<file path="config.mk">
export PLATFORM = sky130hd
export DESIGN_NAME = uart_rx_frame_ctrl
export DESIGN_NICKNAME = d
export VERILOG_FILES = /design/src/rtl/uart_rx_frame_ctrl_pkg.sv /design/src/rtl/uart_rx_frame_ctrl_buf.sv /design/src/rtl/uart_rx_frame_ctrl.sv
export SDC_FILE = /design/constraint.sdc
export NUM_CORES = 1
export LEC_CHECK = 0
export CAP_MARGIN = 10
export CORE_ASPECT_RATIO = 1.1
export CORE_UTILIZATION = 30
export CTS_BUF_LIST = sky130_fd_sc_hd__clkbuf_16
export CTS_CLUSTER_SIZE = 10
export DETAILED_ROUTE_END_ITERATION = 8
export GPL_TIMING_DRIVEN = 0
export RECOVER_POWER = 50
export SYNTH_ARGS = -nofsm -noshare
export SYNTH_HDL_FRONTEND = slang
export SYNTH_SLANG_ARGS = --single-unit
</file>
<file path="constraint.sdc">
create_clock -name clk -period 4.8 [get_ports clk]
set_input_delay 0.96 -clock clk [delete_from_list [all_inputs] [get_ports clk]]
set_output_delay 0.96 -clock clk [all_outputs]
set_load 0.005 [all_outputs]
</file>
<file path="src/rtl/uart_rx_frame_ctrl_pkg.sv">
// Shared UART constants: baud divisors, frame-controller state encodings, default SYNC byte.
// Latency: n/a (constants and types only).
// Backpressure: n/a.
package uart_rx_frame_ctrl_pkg;

  localparam int CLK_HZ          = 50_000_000;
  localparam int BAUD_DIV_9600   = 5208;
  localparam int BAUD_DIV_57600  = 868;
  localparam int BAUD_DIV_115200 = 434;

  localparam logic [7:0] SYNC_DEFAULT = 8'hA5;

  typedef enum logic [2:0] {
    ST_HUNT = 3'd0,
    ST_LEN  = 3'd1,
    ST_DATA = 3'd2,
    ST_CHK  = 3'd3,
    ST_HOLD = 3'd4
  } state_t;

endpackage

</file>
<file path="src/rtl/uart_rx_frame_ctrl_buf.sv">
// Payload store: DEPTH x 8 with synchronous write and registered read.
// Latency: read data appears one cycle after the address.
// Backpressure: none; writes always accepted, reads every cycle.
module uart_frame_buf #(
  parameter int DEPTH = 16,
  parameter int AW    = 4
) (
  input  logic          clk,
  input  logic          rstn,
  input  logic          we,
  input  logic [AW-1:0] waddr,
  input  logic [7:0]    wdata,
  input  logic [AW-1:0] raddr,
  output logic [7:0]    rdata
);

  logic [7:0] mem [DEPTH];

  // Storage is deliberately not reset; only the read register is.
  always_ff @(posedge clk) begin
    if (we) mem[waddr] <= wdata;
  end

  // Registered read, cleared on reset so rd_data starts at zero.
  always_ff @(posedge clk) begin
    if (!rstn) rdata <= 8'h00;
    else       rdata <= mem[raddr];
  end

endmodule

</file>
<file path="src/rtl/uart_rx_frame_ctrl.sv">
// Frame hunter behind the UART receiver: SYNC, LEN, payload, XOR checksum; holds good frames for the SoC.
// Latency: frame_valid and err_* are registered, one cycle after the triggering byte/event; rd_data 1 cycle.
// Backpressure: none toward the UART; bytes arriving while a frame is held are dropped with err_ovr.
module uart_rx_frame_ctrl
  import uart_rx_frame_ctrl_pkg::*;
#(
  parameter int         MAX_LEN = 16,
  parameter logic [7:0] SYNC    = SYNC_DEFAULT,
  parameter int         TIMEOUT = 8680,
  parameter int         AW      = (MAX_LEN > 1) ? $clog2(MAX_LEN) : 1,
  parameter int         LW      = $clog2(MAX_LEN + 1)
) (
  input  logic          clk,
  input  logic          rstn,
  input  logic          rx_rcv,
  input  logic [7:0]    rx_data,
  output logic          frame_valid,
  output logic [LW-1:0] frame_len,
  input  logic          frame_ack,
  input  logic [AW-1:0] rd_addr,
  output logic [7:0]    rd_data,
  output logic          err_len,
  output logic          err_chk,
  output logic          err_tmo,
  output logic          err_ovr,
  output logic          busy
);

  localparam int            GW       = $clog2(TIMEOUT);
  localparam logic [GW-1:0] TMO_LAST = GW'(TIMEOUT - 1);
  localparam logic [LW-1:0] LW_ONE   = LW'(1);
  localparam logic [7:0]    MAX_B    = 8'(MAX_LEN);

  state_t        state;
  logic [LW-1:0] len;
  logic [LW-1:0] cnt;
  logic [7:0]    chk;
  logic [GW-1:0] gap;

  logic buf_we;
  assign buf_we = (state == ST_DATA) && rx_rcv;

  uart_frame_buf #(.DEPTH(MAX_LEN), .AW(AW)) u_buf (
    .clk   (clk),
    .rstn  (rstn),
    .we    (buf_we),
    .waddr (cnt[AW-1:0]),
    .wdata (rx_data),
    .raddr (rd_addr),
    .rdata (rd_data)
  );

  // Frame sequencer: state, length/count/checksum, gap timer and all registered outputs.
  always_ff @(posedge clk) begin
    if (!rstn) begin
      state       <= ST_HUNT;
      len         <= '0;
      cnt         <= '0;
      chk         <= 8'h00;
      gap         <= '0;
      frame_valid <= 1'b0;
      frame_len   <= '0;
      err_len     <= 1'b0;
      err_chk     <= 1'b0;
      err_tmo     <= 1'b0;
      err_ovr     <= 1'b0;
      busy        <= 1'b0;
    end else begin
      err_len <= 1'b0;
      err_chk <= 1'b0;
      err_tmo <= 1'b0;
      err_ovr <= 1'b0;
      case (state)
        ST_HUNT: begin
          if (rx_rcv && rx_data == SYNC) begin
            state <= ST_LEN;
            gap   <= '0;
            busy  <= 1'b1;
          end
        end
        ST_LEN, ST_DATA, ST_CHK: begin
          if (rx_rcv) begin
            // A byte on the expiry cycle still wins over the timeout.
            gap <= '0;
            if (state == ST_LEN) begin
              if (rx_data == 8'h00 || rx_data > MAX_B) begin
                err_len <= 1'b1;
                state   <= ST_HUNT;
                busy    <= 1'b0;
              end else begin
                len   <= rx_data[LW-1:0];
                chk   <= rx_data;
                cnt   <= '0;
                state <= ST_DATA;
              end
            end else if (state == ST_DATA) begin
              chk <= chk ^ rx_data;
              cnt <= cnt + LW_ONE;
              if (cnt == len - LW_ONE) state <= ST_CHK;
            end else begin
              busy <= 1'b0;
              if (rx_data == chk) begin
                state       <= ST_HOLD;
                frame_valid <= 1'b1;
                frame_len   <= len;
              end else begin
                err_chk <= 1'b1;
                state   <= ST_HUNT;
              end
            end
          end else if (gap == TMO_LAST) begin
            err_tmo <= 1'b1;
            state   <= ST_HUNT;
            gap     <= '0;
            busy    <= 1'b0;
          end else begin
            gap <= gap + GW'(1);
          end
        end
        ST_HOLD: begin
          // Incoming bytes are dropped, even one coinciding with the ack.
          if (rx_rcv) err_ovr <= 1'b1;
          if (frame_ack) begin
            state       <= ST_HUNT;
            frame_valid <= 1'b0;
            frame_len   <= '0;
          end
        end
        default: begin
          state <= ST_HUNT;
          busy  <= 1'b0;
        end
      endcase
    end
  end

endmodule

</file>
==> summary by stage, run 1 <==
GRT
The first global-routing pass estimated 25400 um of wire. In the global route stage, met3 resource usage came out at 2.73%. In the global route stage, met2 resource usage came out at 20.5%.

The remaining global-route overflow is 0. For this run, the total global-route usage over all layers was measured as 12.9%. The number of global-route vias before repair is 4410.

The initial antenna violation count was 0. The met1 layer usage reported by global route is 17.9%. The pin count of the biggest net entering global routing is 24.

The layer flagged by global routing as most heavily used is met2.

Yosys
The main combinational cell family by area after synthesis is multiplexers. The number of instances in the synthesized netlist is 539. Of all cell types, the one taking the most synthesized area is edfxtp_1. The synthesized netlist devotes 0.978% of its cell area to adder and majority cells. For this run, asynchronously set or reset flops after synthesis account for 0%. The xor/xnor share of the synthesized area is 2.17%. The simple-gate share of the synthesized area is 11.2%. The most used flip-flop cell after synthesis is edfxtp_1. Multiplexer cells account for 11.7% of the synthesized area. The synthesized netlist devotes 7.27% of its cell area to compound gates.

Sequential cells were found to cover 64.2% of the synthesized design area. The number of nets in the synthesized netlist is 561. The cell area after technology mapping is 0.00768 mm^2.

The number of flops mapped to enable cells by yosys is 128. The synthesized design devotes to its leading area cell type 50.1% of total area. After synthesis, the netlist uses 64 different library cells. The Yosys step of the flow raised 0 warnings. Dividing the synthesized area by the synthesized cell count gives 14.2 um^2.

The number of synthesized register bits is 182. By area the synthesized netlist is led by edfxtp_1, dfxtp_1, mux4_2.

Run
The count of maximum capacitance violations is 0.

Placed design
The half-perimeter wire length after detailed placement is 10500 um. The routability congestion estimate is 0.747. Once placement completed, the tool counted placed cells totaling 888. The count of input and output buffers is 32.

Setup path
Of all nets on the critical path, the largest fanout is 10. The worst setup path is launched from a primary input. The data arrival time of the critical path is 3720 ps. The endpoint required time on the critical path is 4940 ps. The capturing element type of the critical path is a flip-flop. By startpoint and endpoint, the worst setup path is classified as primary input to flip-flop.

Clock tree
The number of H-tree levels is 4. The total of cells resized after clock tree synthesis is 0. The clock slew at the register clock pins of the worst setup and hold paths is 70 ps. In this run, post-CTS hold repair placed 0 buffers. TritonCTS built the clock tree. The number of buffers on the longest clock path is 2. The total clock buffers created by CTS is 17.

The count of clock tree sinks is 182. The post-CTS setup repair buffer count is 0. For the worst-skew pair, the clock arrives at the later sink with an insertion delay of 430 ps.

The root cell of the clock tree is clkbuf_16.

Final layout
The layout overhead on the synthesized area is 17.4%. In the layout the commonest cells are edfxtp_1, dfxtp_1, nand2_1. The most frequent standard cell in the layout excluding fill and tap cells is edfxtp_1. At the end of the flow, the number of nets in the layout was 616.

The fraction of layout cells with a size suffix above 1 is 16.3%. The number of antenna diodes in the final layout is 0. The filler-free cell count of the finished design is 922.

Fill cells in the final layout number 2440.

Status
The flow ran to the end, and the final reports show no timing, DRC or antenna violations.

Drt
The per-cell routed wire length is 17.5 um. The residual DRC count is 0. The overall routed net length is 16100 um. Once detail routing completed, the nets flagged for antenna violations numbered 0. The first detailed-routing pass took 5 iterations. In this run, the number of DRC markers left after iteration 0 of detailed routing was 375. The mean number of vias per cell is 5.03. The detailed-route via count is 4639.

Pwr
The clock share of power is 43.3%. The static leakage is 3.02 nW. The analysis attributes to net switching a power of 0.743 mW. The total power density per cell area is 356 mW/mm^2. Of the total power, combinational logic draws 4.3%.

Net switching is 23.2% of the power. The internal portion of the total power is 2.46 mW. Sequential cells burn 52.4% of the power. IR analysis of the VDD net gives a maximum drop of 0.000251 V.

Timing
For the pin with the worst max-slew slack, the measured transition is 1070 ps. The worst max-slew margin expressed relative to the limit is 28.1%. Setup repair after global routing left no endpoint under its margin. Final hold analysis gives a worst-case slack of 462 ps. The worst path in the final design needs a cycle of 3580 ps, including I/O delays and setup. The max-slew violation count came to 0.

The final setup skew is 17.6 ps. The total count of hold-check failures in the final report is 0. Dividing the final minimum period by the clock period gives 74.5%.

The setup-violating endpoint count in the final report is 0. The final setup TNS is 0 ps. Timing would allow up to 279 MHz.

Floorplan
The total area inside the core boundary comes to 0.0252 mm^2. The height of the die is 170 um. The full die area is 0.0262 mm^2.

In this run the horizontal extent of the chip is 155 um. The effective utilization at floorplan is 30.5%. 35 I/O pins were placed. The number of rows created at floorplan is 61.

Worst hold path
The classification of the worst-slack hold path is flip-flop to flip-flop.
-- cell families after synthesis --
kind of cell,Yosys count
fa+ha+maj,6
mux,50
simple gates,154
buf+inv,40
xor+xnor,19
compound gates,88
flops,182
-- registers in the layout (all words and copies together) (netlist names) --
register / count
busy: 1
chk: 8
cnt: 5
err_chk: 1
err_len: 1
err_ovr: 1
err_tmo: 1
frame_len: 5
frame_valid: 1
gap: 14
len: 5
state: 3
u_buf.mem: 128
u_buf.rdata: 8
-- cells in the mapped netlist, types with 8 or more instances --
cell type / number
a31oi_1: 8
nand2_1: 43
clkbuf_1: 14
a21boi_0: 11
nand3_1: 17
xor2_1: 13
inv_1: 8
o21ai_0: 27
mux2i_1: 18
dfxtp_1: 54
edfxtp_1: 128
mux4_2: 32
nor2_1: 21
nor3_1: 14
o22ai_1: 8
buf_2: 10
a21oi_1: 13
-- cell type report --
| type | count | area (um^2) | area share (%) |
|---|---|---|---|
| Clock inverter | 14 | 145 | 1.61 |
| Inverter | 8 | 30.0 | 0.333 |
| Sequential cell | 182 | 4920 | 54.7 |
| Buffer | 32 | 159 | 1.76 |
| Timing Repair Buffer | 36 | 348 | 3.86 |
| Tap cell | 315 | 394 | 4.37 |
| Multi-Input combinational cell | 317 | 2560 | 28.4 |
| Clock buffer | 18 | 450 | 5.00 |
-- metrics by stage --
| step | utilization, % | instance area [um^2] | setup WS [ps] | power (mW) |
|---|---|---|---|---|
| after floorplan | - | 7680 | 2200 | 1.79 |
| after detailed placement | 33.4 | 8410 | 971 | 1.86 |
| final | 35.8 | 9010 | 1220 | 3.21 |
| after CTS | 35.7 | 9000 | 1420 | 3.24 |
| after global placement | 33.3 | 8390 | 954 | 1.86 |
| after global routing | 35.8 | 9010 | 966 | 3.30 |
-- final timing paths --
| path | startpoint | end | slack [ps] | cells past startpoint |
|---|---|---|---|---|
| worst max-delay path | rx_rcv | u_buf.mem[2][0] | 1220 | 7 |
| worst min-delay path | frame_len[4] | frame_len[4] | 460 | 2 |
| worst max register to register | state[1] | u_buf.mem[2][0] | 1800 | 7 |
| worst min register to register | frame_len[4] | frame_len[4] | 460 | 2 |
-- critical path, stage by stage --
cell and delay [ps]:
dlygate4sd3_1 600, nor4bb_1 230, clkbuf_1 410, clkbuf_1 420, nand2_1 220, nor3_1 600, buf_4 270
-- power groups by stage --
stage               clock network, mW  registers (mW)  logic (mW)
finish                           1.39            1.68       0.138
global route                     1.46            1.68       0.149
CTS                              1.41            1.68       0.143
detailed placement                  0            1.72       0.143
global placement                    0            1.72       0.142
floorplan                           0            1.72      0.0711
-- metal layers --
metal | wire length, um | share of wire [%]
met5 | 0 | 0
met4 | 140 | 0.87
met3 | 666 | 4.1
met2 | 7630 | 47
met1 | 7700 | 48
Power figures use the tool's default switching activity.
==> inputs of run 2 (changes only) <==
clock period = 3.7 ns   (was 4.8 ns; I/O delays follow)
==> summary by stage, run 2 (synthesis gave the netlist of run 1 again) <==
Status
The flow ran to the end, and the final reports show no timing, DRC or antenna violations.

Final layout
The final net count is 616. More flip-flops sit in one register than any other, and that register is u_buf.mem. The top cell types in the final layout, fill and taps aside, are edfxtp_1, dfxtp_1, nand2_1. The layout overhead on the synthesized area is 17.4%.

Leaving out fill and tap cells, the most frequent cell in the layout is edfxtp_1. The antenna diode instance count is 0. The fraction of layout cells with a size suffix above 1 is 16.5%. The number of flip-flops under the largest register name is 128.

In the final layout, the registers with the most flip-flops are u_buf.mem (128), gap (14).

Clock tree
The number of H-tree levels is 4. The number of hold buffers added after CTS was 0. Clock tree synthesis inserted a total of 17 buffers.

The count of clock tree sinks is 182. The post-CTS setup repair buffer count is 0. After clock tree synthesis, the clock-pin slew on the worst setup and hold paths is 70 ps. The root cell of the clock tree is clkbuf_16.

TritonCTS built the clock tree. The number of buffers on the longest clock path is 2. The insertion delay to the later sink of the worst-skew pair is 430 ps. In this run, post-CTS repair resized a total of 0 instances.

Timing
The max-slew violation count is 0. Setup violations remaining at the end of the flow were counted as 0. The final setup skew is 14.9 ps. The total count of hold-check failures in the final report came to 0. The slew at the pin closest to its max-slew limit is 1080 ps. The final setup TNS is 0 ps. The worst pin sits at a relative slew slack of 28.0%. The worst hold slack after final layout is 462 ps.

The share of the clock period used by the worst path is 86.4%. The maximum clock frequency is 313 MHz. Setup repair after global routing left no endpoint under its margin. The minimum clock period after layout is 3200 ps.

Worst hold path
The worst hold path was traced through 2 stages. The start point of the worst hold path is frame_len[4]. In this run the worst hold path is classified as flip-flop to flip-flop. The worst hold path terminates at frame_len[4].

Setup path
The startpoint identified for the worst register-to-register timing path is state[1]. The maximum fanout along the worst path is 10. The critical setup path kind is primary input to flip-flop. For the worst setup path, the data required time is 3840 ps.

In this run the register-to-register setup slack is 860 ps. The count of cells along the worst register-to-register path is 7. STA puts the critical path data arrival time at 3340 ps. The endpoint of the most critical register-to-register path is u_buf.mem[2][0]. The sort of element at the start of the critical path is a primary input.

STA classifies the critical path endpoint as a flip-flop. Tracing the worst setup path back leads to its startpoint at rx_rcv.

GRT
Entering global routing, the biggest net connects 24 pins. The initial antenna violation count is 0. Global routing consumed, over all layers together, 12.9% of the routing resources. The global-route met2 utilization is 20.5%. The met1 layer usage reported by global route is 17.9%. After global routing, the most crowded layer is met2. For this run the aggregate overflow at the end of global routing stands at 0.

For this run, global-route usage on met3 was measured as 2.73%. The first global-routing pass estimated 25400 um of wire. The number of global-route vias before repair was 4410.

Drt
The overall routed net length is 16100 um. The final route contains 4608 vias. The initial DRC count is 378. The post-detailed-route count of antenna-violating nets is 0. The residual DRC count is 0. The per-cell routed wire length is 17.5 um.

The length of the first detailed-routing pass in iterations is 5. The mean number of vias per cell is 5.00.

Floorplan
The die is 170 um tall. The number of rows created at floorplan is 61. The initial utilization of the core area, before any placement, comes to 30.5%. The width of the chip is 155 um. The placeable core region is 0.0252 mm^2. The floorplan step defined a die boundary enclosing 0.0262 mm^2.

The total I/O pin count is 35.

Pwr
The worst voltage drop across the vdd grid is 0.000326 V. The analysis attributes to cell leakage a power of 3.02 nW. In this run the power density over the cells is 461 mW/mm^2.

Placed design
Input and output buffers added on the ports amount to 32. Summed over all nets, the half-perimeter wirelength after detailed placement is 10500 um. The congestion estimate from routability-driven global placement came to 0.747.

Run
The count of maximum capacitance violations is 0.
-- run 2: worst max-delay path by stage --
stage	end	slack [ps]	depth (start not counted)
finish	u_buf.mem[2][0]	500	7
global route	u_buf.mem[2][2]	260	7
CTS	u_buf.mem[1][0]	540	6
detailed placement	u_buf.mem[1][2]	90	6
global placement	u_buf.mem[2][2]	70	6
floorplan	u_buf.mem[0][0]	1320	5
-- run 2: stage by stage --
stage               instance area (um^2)  utilization (%)  cells  total power, mW  setup WS [ps]
floorplan                           7680                -    539             2.32           1320
global placement                    8390             33.3    886             2.41           73.8
detailed placement                  8410             33.4    888             2.42           91.1
CTS                                 9000             35.7    920             4.20            543
global route                        9010             35.8    922             4.28            261
finish                              9010             35.8    922             4.16            504
-- run 2: routing by layer --
| layer | up-vias | share of wire [%] | routed length [um] |
|---|---|---|---|
| met2 | 109 | 47 | 7610 |
| met4 | 0 | 0.88 | 141 |
| met5 | - | 0 | 0 |
| met1 | 2298 | 48 | 7690 |
| met3 | 11 | 4.1 | 664 |
| li1 | 2190 | - | - |
-- run 2: area by class of cell --
type                    count  area [um^2]
inverters                   8         30.0
plain buffers              32          160
flip-flops and latches    182         4920
multi-input cells         317         2560
fillers                  2439        16200
clock buffers              18          450
repair buffers             36          348
clock inverters            14          145
well taps                 315          394
-- run 2: where the power goes --
group,switching [mW],internal [mW],leakage [nW]
sequential,0.00130,2.18,1.59
clock,0.855,0.942,0.296
combinational,0.104,0.0746,1.14
-- run 2: critical path: stages --
cell and delay (ps):
dlygate4sd3_1 600, nor4bb_1 230, clkbuf_1 420, buf_2 320, nand2_1 170, nor3_1 590
buf_4 270
